==> src/rtl/ext_tid_alloc_ipa.sv <==
// ext_tid_alloc_ipa: transaction-ID allocator.
// Offers one free TID per cycle. Multiple release ports return TIDs to the
// free pool. Illegal releases set a sticky error flag and leave state unchanged.
module ext_tid_alloc_ipa #(
  parameter int EXT_TID_WIDTH   = 4,
  parameter int NB_OUTSND_TRANS = 2**EXT_TID_WIDTH,
  parameter int NB_REL_PORTS    = 2,
  parameter int ALLOC_MODE      = 0
) (
  input  logic                                    clk_i,
  input  logic                                    rst_ni,
  output logic                                    alloc_valid_o,
  output logic [EXT_TID_WIDTH-1:0]                alloc_tid_o,
  input  logic                                    alloc_ready_i,
  input  logic [NB_REL_PORTS-1:0]                 rel_valid_i,
  input  logic [NB_REL_PORTS*EXT_TID_WIDTH-1:0]   rel_tid_i,
  output logic [NB_OUTSND_TRANS-1:0]              busy_map_o,
  output logic [$clog2(NB_OUTSND_TRANS+1)-1:0]    outstanding_o,
  output logic                                    full_o,
  output logic                                    empty_o,
  output logic                                    rel_err_o,
  input  logic                                    clr_err_i
);

  localparam int W  = EXT_TID_WIDTH;
  localparam int NB = NB_OUTSND_TRANS;
  localparam int CW = $clog2(NB_OUTSND_TRANS+1);

  logic [NB-1:0] r_busy;
  logic [CW-1:0] r_cnt;
  logic [W-1:0]  r_rr_ptr;
  logic          r_err;

  logic          w_full;
  logic          w_valid;
  logic          w_found;
  logic [W-1:0]  w_tid;
  int            w_start;

  logic [NB-1:0] w_clr;
  logic          w_ill;
  int            w_nrel;
  int            w_rel_idx;

  logic          w_alloc;
  logic [NB-1:0] w_alloc_mask;
  logic [NB-1:0] w_busy_nxt;
  logic [CW-1:0] w_cnt_nxt;
  logic [W-1:0]  w_rr_nxt;

  assign w_full  = (r_cnt == CW'(NB));
  assign w_valid = !w_full;

  // Pick the offered TID: first free slot at or above the start point, then wrap below it.
  always_comb begin
    w_found = 1'b0;
    w_tid   = '0;
    w_start = (ALLOC_MODE == 1) ? int'(r_rr_ptr) : 0;
    for (int i = 0; i < NB; i++) begin
      if (!w_found && i >= w_start && !r_busy[i]) begin
        w_found = 1'b1;
        w_tid   = W'(i);
      end
    end
    for (int i = 0; i < NB; i++) begin
      if (!w_found && i < w_start && !r_busy[i]) begin
        w_found = 1'b1;
        w_tid   = W'(i);
      end
    end
  end

  // Classify each release port; a TID already cleared by a lower port counts as a duplicate.
  always_comb begin
    w_clr     = '0;
    w_ill     = 1'b0;
    w_nrel    = 0;
    w_rel_idx = 0;
    for (int p = 0; p < NB_REL_PORTS; p++) begin
      w_rel_idx = int'(rel_tid_i[p*W +: W]);
      if (rel_valid_i[p]) begin
        if (w_rel_idx >= NB) begin
          w_ill = 1'b1;
        end else if (!r_busy[w_rel_idx] || w_clr[w_rel_idx]) begin
          w_ill = 1'b1;
        end else begin
          w_clr[w_rel_idx] = 1'b1;
          w_nrel           = w_nrel + 1;
        end
      end
    end
  end

  // Combine allocation and releases into the next busy map, count and round-robin pointer.
  always_comb begin
    w_alloc      = w_valid & alloc_ready_i;
    w_alloc_mask = '0;
    w_rr_nxt     = r_rr_ptr;
    if (w_alloc) begin
      w_alloc_mask[w_tid] = 1'b1;
      w_rr_nxt = (int'(w_tid) + 1 >= NB) ? '0 : w_tid + 1'b1;
    end
    w_busy_nxt = (r_busy & ~w_clr) | w_alloc_mask;
    w_cnt_nxt  = r_cnt + CW'(w_alloc) - CW'(w_nrel);
  end

  // State registers; reset discards every outstanding TID immediately.
  always_ff @(posedge clk_i or negedge rst_ni) begin
    if (!rst_ni) begin
      r_busy   <= '0;
      r_cnt    <= '0;
      r_rr_ptr <= '0;
      r_err    <= 1'b0;
    end else begin
      r_busy   <= w_busy_nxt;
      r_cnt    <= w_cnt_nxt;
      r_rr_ptr <= w_rr_nxt;
      if (w_ill) begin
        r_err <= 1'b1;
      end else if (clr_err_i) begin
        r_err <= 1'b0;
      end
    end
  end

  assign alloc_valid_o = w_valid;
  assign alloc_tid_o   = w_valid ? w_tid : '0;
  assign busy_map_o    = r_busy;
  assign outstanding_o = r_cnt;
  assign full_o        = w_full;
  assign empty_o       = (r_cnt == '0);
  assign rel_err_o     = r_err;

endmodule

==> config.mk <==
export PLATFORM = sky130hd
export DESIGN_NAME = ext_tid_alloc_ipa
export DESIGN_NICKNAME = d
export VERILOG_FILES = /design/src/rtl/ext_tid_alloc_ipa.sv
export SDC_FILE = /design/constraint.sdc
export NUM_CORES = 1
export LEC_CHECK = 0
export CAP_MARGIN = 40
export CORE_ASPECT_RATIO = 1.5
export CORE_MARGIN = 4
export CORE_UTILIZATION = 47
export CTS_BUF_LIST = sky130_fd_sc_hd__clkbuf_8
export DETAILED_ROUTE_END_ITERATION = 10
export PLACE_DENSITY = 0.73
export SETUP_SLACK_MARGIN = 0.4
export SLEW_MARGIN = 20
export SYNTH_ARGS = -nofsm -noshare
export SYNTH_HDL_FRONTEND = slang
export SYNTH_SLANG_ARGS = --single-unit
==> constraint.sdc <==
create_clock -name clk_i -period 5.74 [get_ports clk_i]
set_clock_uncertainty 0.05 [all_clocks]
set_input_delay 1.148 -clock clk_i [delete_from_list [all_inputs] [get_ports clk_i]]
set_output_delay 1.148 -clock clk_i [all_outputs]
set_load 0.01 [all_outputs]
==> out/metrics.cfg, run 1 <==
[finish]
fillCellCount=393
fin_cells=318
final_cell_area_sq_mm=0.00265
diodes=0
drive_gt1_frac=0.114
layout.nets=296
syn2layout_area_growth_pct=24.7
final_core_util=0.613

[drt]
vias_per_cell=6.67
drt_iter0_drc=156
m1WireLength_mm=2.69
met2WireLength_mm=3.52
drtPass1Iterations=5
num_vias=2122
top_layer=met4
wl_per_cell_um=21.5
ant_nets=0
routed_wl_mm=6.85
drcViolationCount=0
route.met3.wl_um=343

[global_routing]
grt_pass1_wl_mm=11.2
grt_max_degree=16
antenna_found_initial=0
grt_util_all_layers=0.252
first_global_vias=2275
grt-ovfl-total=0

[die]
dieHeight_um=90.3
rows=29
die_w_um=62.9
start_util=0.492
ioPinCount=43
core_area_sq_mm=0.00432
die-area_sq_mm=0.00568

[critical_path]
critPathMaxFanout=15
end_kind=register
path_class=primary input to register
required_ns=5.89
worstPathArrival_ns=5.16
critPathLaunchType=primary input

[logic_synthesis]
syn_area_per_cell_sq_um=9.23
synthTopCellsByArea=dfrtp_1, ha_1, mux4_2
synth_fp_nets=253
synth_edf_count=0
syn_inst=230
yosys_warnings=0
async_reset_ff_frac=1.00
synth-main-ff-cell=dfrtp_1
synth_seq_cells=22
synthTopCellsByCount=dfrtp_1, nand2_1, nor2_1
yosysMostFrequentCell=dfrtp_1
synth_cell_types=70
syn_area_sq_mm=0.00212
yosysTopAreaCellShare=0.259
synth_top_cell_by_area=dfrtp_1
ys_seq_area_frac=0.259

[clocking]
cts_buffers=3
cts_tree=yes
clock_tree.htree_level_count=1
cts.clk_slew.worst_paths_ns=0.09
ctsRootBufferMaster=clkbuf_8
cts.repair.resized=0
hold_buffers=0
cts_setup_buffers=0
clock_path_buffers=2
clk_latency_ns=0.27
cts.sinks=22

[sta]
setup-tns-final_ns=0
slew_violations=0
min_period_over_period=0.872
period_minus_slack_ns=5.01
hold_viol_final=0
tightest_slew_ns=0.744
grt_setup_unrepaired=false
setup_violations=0
slew_headroom=0.503
fmax_ghz=0.200

[place]
dpl.cell_count=314
gp_congestion=0.964
dp_hpwl_mm=5.19
io_buffers=42
place_area_sq_mm=0.00258

[flow_run]
max_cap_viol_count=0

[pwr]
p_leak_nw=1.01
power.total_mw=1.16
ir_drop_v=0.000286
power_density_mw_per_mm2=439

[worst_hold_path]
hp-class=register to register

[status]
run_status=completed

==> registers in the layout (all words and copies together) (netlist names) <==
name	flops
busy_map_o	16
outstanding_o	5
rel_err_o	1
==> kinds of logic (layout without fill, tap and decap cells) <==
kind of cell | count (synthesis) | count (layout) | share of synthesized area
flip-flops | 22 | 22 | 0.259
AND/OR/NAND/NOR | 99 | 99 | 0.275
adder cells (fa/ha/maj) | 9 | 9 | 0.0566
buffers and inverters | 17 | 59 | 0.0430
XOR/XNOR | 7 | 7 | 0.0289
AO/OA/AOI/OAI | 64 | 64 | 0.248
multiplexers | 12 | 12 | 0.0902
==> where the power goes <==
part / total (mW) / switching [mW] / internal [mW] / leakage [nW]
clock: 0.147 / 0.0539 / 0.0933 / 0.0357
combinational: 0.690 / 0.350 / 0.339 / 0.704
sequential: 0.327 / 0.112 / 0.215 / 0.270
total: 1.16 / 0.516 / 0.648 / 1.01
==> worst max-delay path, stage by stage <==
cell             delay (ns)
clkdlybuf4s50_1        0.92
mux2i_1                0.23
a22oi_4                0.29
nand3_4                0.16
o32a_1                 0.38
a2bb2oi_1              0.14
ha_1                   0.29
mux2_2                 0.28
ha_1                   0.27
inv_1                  0.04
ha_1                   0.19
fa_1                   0.40
a21oi_1                0.15
nor2_1                 0.05
nor2_1                 0.11
xnor2_1                0.12
==> metal layers <==
| metal | GRT usage | vias up |
|---|---|---|
| met5 | 0 | - |
| met3 | 0.0374 | 24 |
| met4 | 0.149 | 0 |
| met2 | 0.433 | 94 |
| met1 | 0.289 | 1028 |
| li1 | - | 976 |
==> cells in the final DEF (no fill, tap or decap), types with 4 or more instances in the layout <==
cell type and n:
o21ai_0 10, nor3_1 10, inv_1 9, nor2_1 12
xnor2_1 4, o31ai_1 7, mux4_2 4, o32ai_1 6
mux2i_1 5, o22ai_1 9, a21oi_1 6, ha_1 8
dfrtp_1 22, nor4b_1 6, nand2_1 20, and2_1 5
nor2b_1 6, nand3_1 4, nand2b_1 10, clkdlybuf4s50_1 42
==> cell type report <==
| cell class | count | area (sq um) | area share |
|---|---|---|---|
| repair buffers | 45 | 450 | 0.170 |
| clock inverters | 1 | 30.0 | 0.0113 |
| inverters | 10 | 37.5 | 0.0142 |
| well taps | 46 | 57.6 | 0.0217 |
| multi-input cells | 191 | 1480 | 0.559 |
| flip-flops and latches | 22 | 551 | 0.208 |
| clock buffers | 3 | 41.3 | 0.0156 |
==> path summary, 6_finish.rpt <==
kind / start / end / slack (ns) / cells past startpoint
max in group asynchronous: rst_ni / busy_map_o[15] / 4.05 / 2
hold reg to reg: outstanding_o[0] / outstanding_o[0] / 0.52 / 1
setup reg to reg: busy_map_o[3] / outstanding_o[4] / 2.05 / 15
min in group asynchronous: rst_ni / outstanding_o[0] / 1.13 / 1
hold / removal: outstanding_o[0] / outstanding_o[0] / 0.52 / 1
setup / recovery: rel_tid_i[1] / outstanding_o[4] / 0.73 / 16
==> per-stage QoR <==
stage          hold slack [ns]  setup slack [ns]
2_1_floorplan            0.515              1.53
3_3_place_gp             0.514             0.554
3_5_place_dp             0.491             0.455
4_1_cts                  0.528             0.735
5_1_grt                  0.536             0.548
6_report                 0.520             0.735
No activity file was read; power rests on OpenSTA's default activity.
==> run 2, diff against run 1 <==
--- a/config.mk
+++ b/config.mk
@@ -7,11 +7,11 @@
 export LEC_CHECK = 0
 export CAP_MARGIN = 40
 export CORE_ASPECT_RATIO = 1.5
-export CORE_MARGIN = 4
 export CORE_UTILIZATION = 47
 export CTS_BUF_LIST = sky130_fd_sc_hd__clkbuf_8
 export DETAILED_ROUTE_END_ITERATION = 10
 export PLACE_DENSITY = 0.73
+export RECOVER_POWER = 50
 export SETUP_SLACK_MARGIN = 0.4
 export SLEW_MARGIN = 20
 export SYNTH_ARGS = -nofsm -noshare
==> run 2 against run 1 <==
The run now ends with design-rule violations left. Routed wire length is 1.9% higher. Cell count stayed put. Worst setup slack worse by 0.12 ns. Worst hold slack better by 0.011 ns. Combinational power is 0.7% lower. First-iteration DRC count is 3.2% higher.
==> out/metrics.cfg, run 2 (synthesis results as in run 1) <==
[die]
rows=29  ; unchanged
core_area_sq_mm=0.00428  ; was 0.00432 sq mm
start_util=0.496  ; was 0.492
die-area_sq_mm=0.00480  ; was 0.00568 sq mm
dieHeight_um=84.3  ; was 90.3 um
die_w_um=56.9  ; was 62.9 um
ioPinCount=43  ; unchanged

[place]
gp_congestion=0.979  ; was 0.964
pre_cts_ws_ns=0.375  ; was 0.455 ns
dp_hpwl_mm=5.18  ; was 5.19 mm
io_buffers=42  ; unchanged
dpl.cell_count=314  ; unchanged
place_area_sq_mm=0.00258  ; unchanged

[worst_hold_path]
worstHoldPathCells=1  ; unchanged
hp-class=register to register  ; unchanged
hp-start=outstanding_o[0]  ; unchanged
holdPathEnd=outstanding_o[0]  ; unchanged

[sta]
fmax_ghz=0.195  ; was 0.200 GHz
period_minus_slack_ns=5.12  ; was 5.01 ns
timing.final.ws_setup_ns=0.617  ; was 0.735 ns
slew_violations=0  ; unchanged
tightest_slew_ns=0.850  ; was 0.744 ns
setup-tns-final_ns=0  ; unchanged
min_period_over_period=0.893  ; was 0.872
grt_setup_unrepaired=false  ; unchanged
hold_viol_final=0  ; unchanged
hold_slack_ns=0.531  ; was 0.520 ns
setup_violations=0  ; unchanged
slew_headroom=0.431  ; was 0.503

[clocking]
cts.repair.resized=0  ; unchanged
clk_latency_ns=0.27  ; about the same
ctsRootBufferMaster=clkbuf_8  ; unchanged
cts.sinks=22  ; unchanged
cts_tree=yes  ; unchanged
cts_buffers=3  ; unchanged
clock_path_buffers=2  ; unchanged
clock_tree.htree_level_count=1  ; unchanged
cts.clk_slew.worst_paths_ns=0.08  ; was 0.09 ns
cts_setup_buffers=0  ; unchanged
hold_buffers=0  ; unchanged

[finish]
layout.nets=296  ; unchanged
drive_gt1_frac=0.110  ; was 0.114
fillCellCount=393  ; unchanged
largest_reg_flops=16  ; unchanged
multi_input_area_sq_mm=0.00148  ; unchanged
final_cell_area_sq_mm=0.00264  ; was 0.00265 sq mm
diodes=0  ; unchanged
final_core_util=0.616  ; was 0.613
final_common_cell=clkdlybuf4s50_1  ; unchanged
register_area_sq_um=551  ; unchanged
final_cell_mix=clkdlybuf4s50_1, dfrtp_1, nand2_1, dlygate4sd3_1, nor2_1  ; was clkdlybuf4s50_1, dfrtp_1, nand2_1, nor2_1
syn2layout_area_growth_pct=24.2  ; was 24.7%
fin_cells=318  ; unchanged

[pwr]
internal_power_uw=635  ; was 648 uW
power.total_mw=1.16  ; about the same
ir_drop_v=0.000388  ; was 0.000286 V
sw_frac_of_total=0.452  ; was 0.443
power_density_mw_per_mm2=439  ; about the same
pwr-share-comb=0.592  ; was 0.593
p_sw_uw=523  ; was 516 uW
p_clk_frac=0.129  ; was 0.127
p_leak_nw=1.02  ; was 1.01 nW
power_frac_seq=0.279  ; was 0.281

[drt]
vias_per_cell=6.75  ; was 6.67
ant_nets=0  ; unchanged
wl_per_cell_um=21.9  ; was 21.5 um
drtPass1Iterations=8  ; was 5
drcViolationCount=4  ; was 0
num_vias=2146  ; was 2122
drt_iter0_drc=161  ; was 156
routed_wl_mm=6.98  ; was 6.85 mm

[critical_path]
path_class=primary input to register  ; unchanged
required_ns=5.89  ; about the same
critPathLaunchType=primary input  ; unchanged
critPathMaxFanout=15  ; unchanged
reg2reg_to=outstanding_o[4]  ; unchanged
end_kind=register  ; unchanged
reg2reg_slack_ns=1.93  ; was 2.05 ns
ff2ff_path_depth=15  ; unchanged
worstPathArrival_ns=5.27  ; was 5.16 ns
worstReg2RegStart=busy_map_o[10]  ; was busy_map_o[3]

[global_routing]
grt-ovfl-total=0  ; unchanged
antenna_found_initial=0  ; unchanged
first_global_vias=2080  ; was 2275
grt_util_all_layers=0.299  ; was 0.252
grt_max_degree=16  ; unchanged
grt_pass1_wl_mm=10.8  ; was 11.2 mm

[status]
violations=design-rule violations
run_status=finished, violations left  ; was completed

[flow_run]
max_cap_viol_count=0  ; unchanged

==> run 2: layout make-up <==
type | count | share of cell area
Inverter | 10 | 0.0142
Tap cell | 46 | 0.0218
Clock buffer | 3 | 0.0157
Sequential cell | 22 | 0.209
Clock inverter | 1 | 0.0114
Timing Repair Buffer | 45 | 0.167
Multi-Input combinational cell | 191 | 0.562
==> run 2: critical path, cell delays in order <==
cell	delay [ns]
clkdlybuf4s50_1	0.94
mux2i_1	0.26
a22oi_4	0.30
nand3_4	0.16
o32a_1	0.38
a2bb2oi_1	0.14
ha_1	0.31
mux2_2	0.28
ha_1	0.27
inv_1	0.04
ha_1	0.20
fa_1	0.40
a21oi_1	0.14
nor2_1	0.05
nor2_1	0.13
xnor2_1	0.13
==> run 2: power by group through the flow <==
| stage | sequential [mW] | combinational [mW] | clock, mW |
|---|---|---|---|
| floorplan | 0.310 | 0.390 | 0 |
| global placement | 0.327 | 0.679 | 0 |
| detailed placement | 0.325 | 0.689 | 0 |
| CTS | 0.322 | 0.695 | 0.149 |
| global route | 0.331 | 0.744 | 0.157 |
| finish | 0.323 | 0.685 | 0.149 |
==> run 2: how the worst max path moves through the flow <==
| stage | start | endpoint | slack, ns | depth (start not counted) |
|---|---|---|---|---|
| floorplan | rel_tid_i[1] | outstanding_o[4] | 1.53 | 16 |
| global placement | rel_tid_i[1] | outstanding_o[4] | 0.55 | 16 |
| detailed placement | rel_tid_i[1] | outstanding_o[4] | 0.37 | 16 |
| CTS | rel_tid_i[1] | outstanding_o[4] | 0.65 | 16 |
| global route | rel_tid_i[1] | outstanding_o[4] | 0.47 | 16 |
| finish | rel_tid_i[1] | outstanding_o[4] | 0.62 | 16 |
==> run 2: routing by layer <==
metal  vias to the layer above  track usage  routed length [um]
met1                      1036        0.364                2760
met3                        24       0.0185                 415
met5                         -            0                   0
met4                         0        0.151                 263
met2                       111        0.524                3530
li1                        975            -                   -
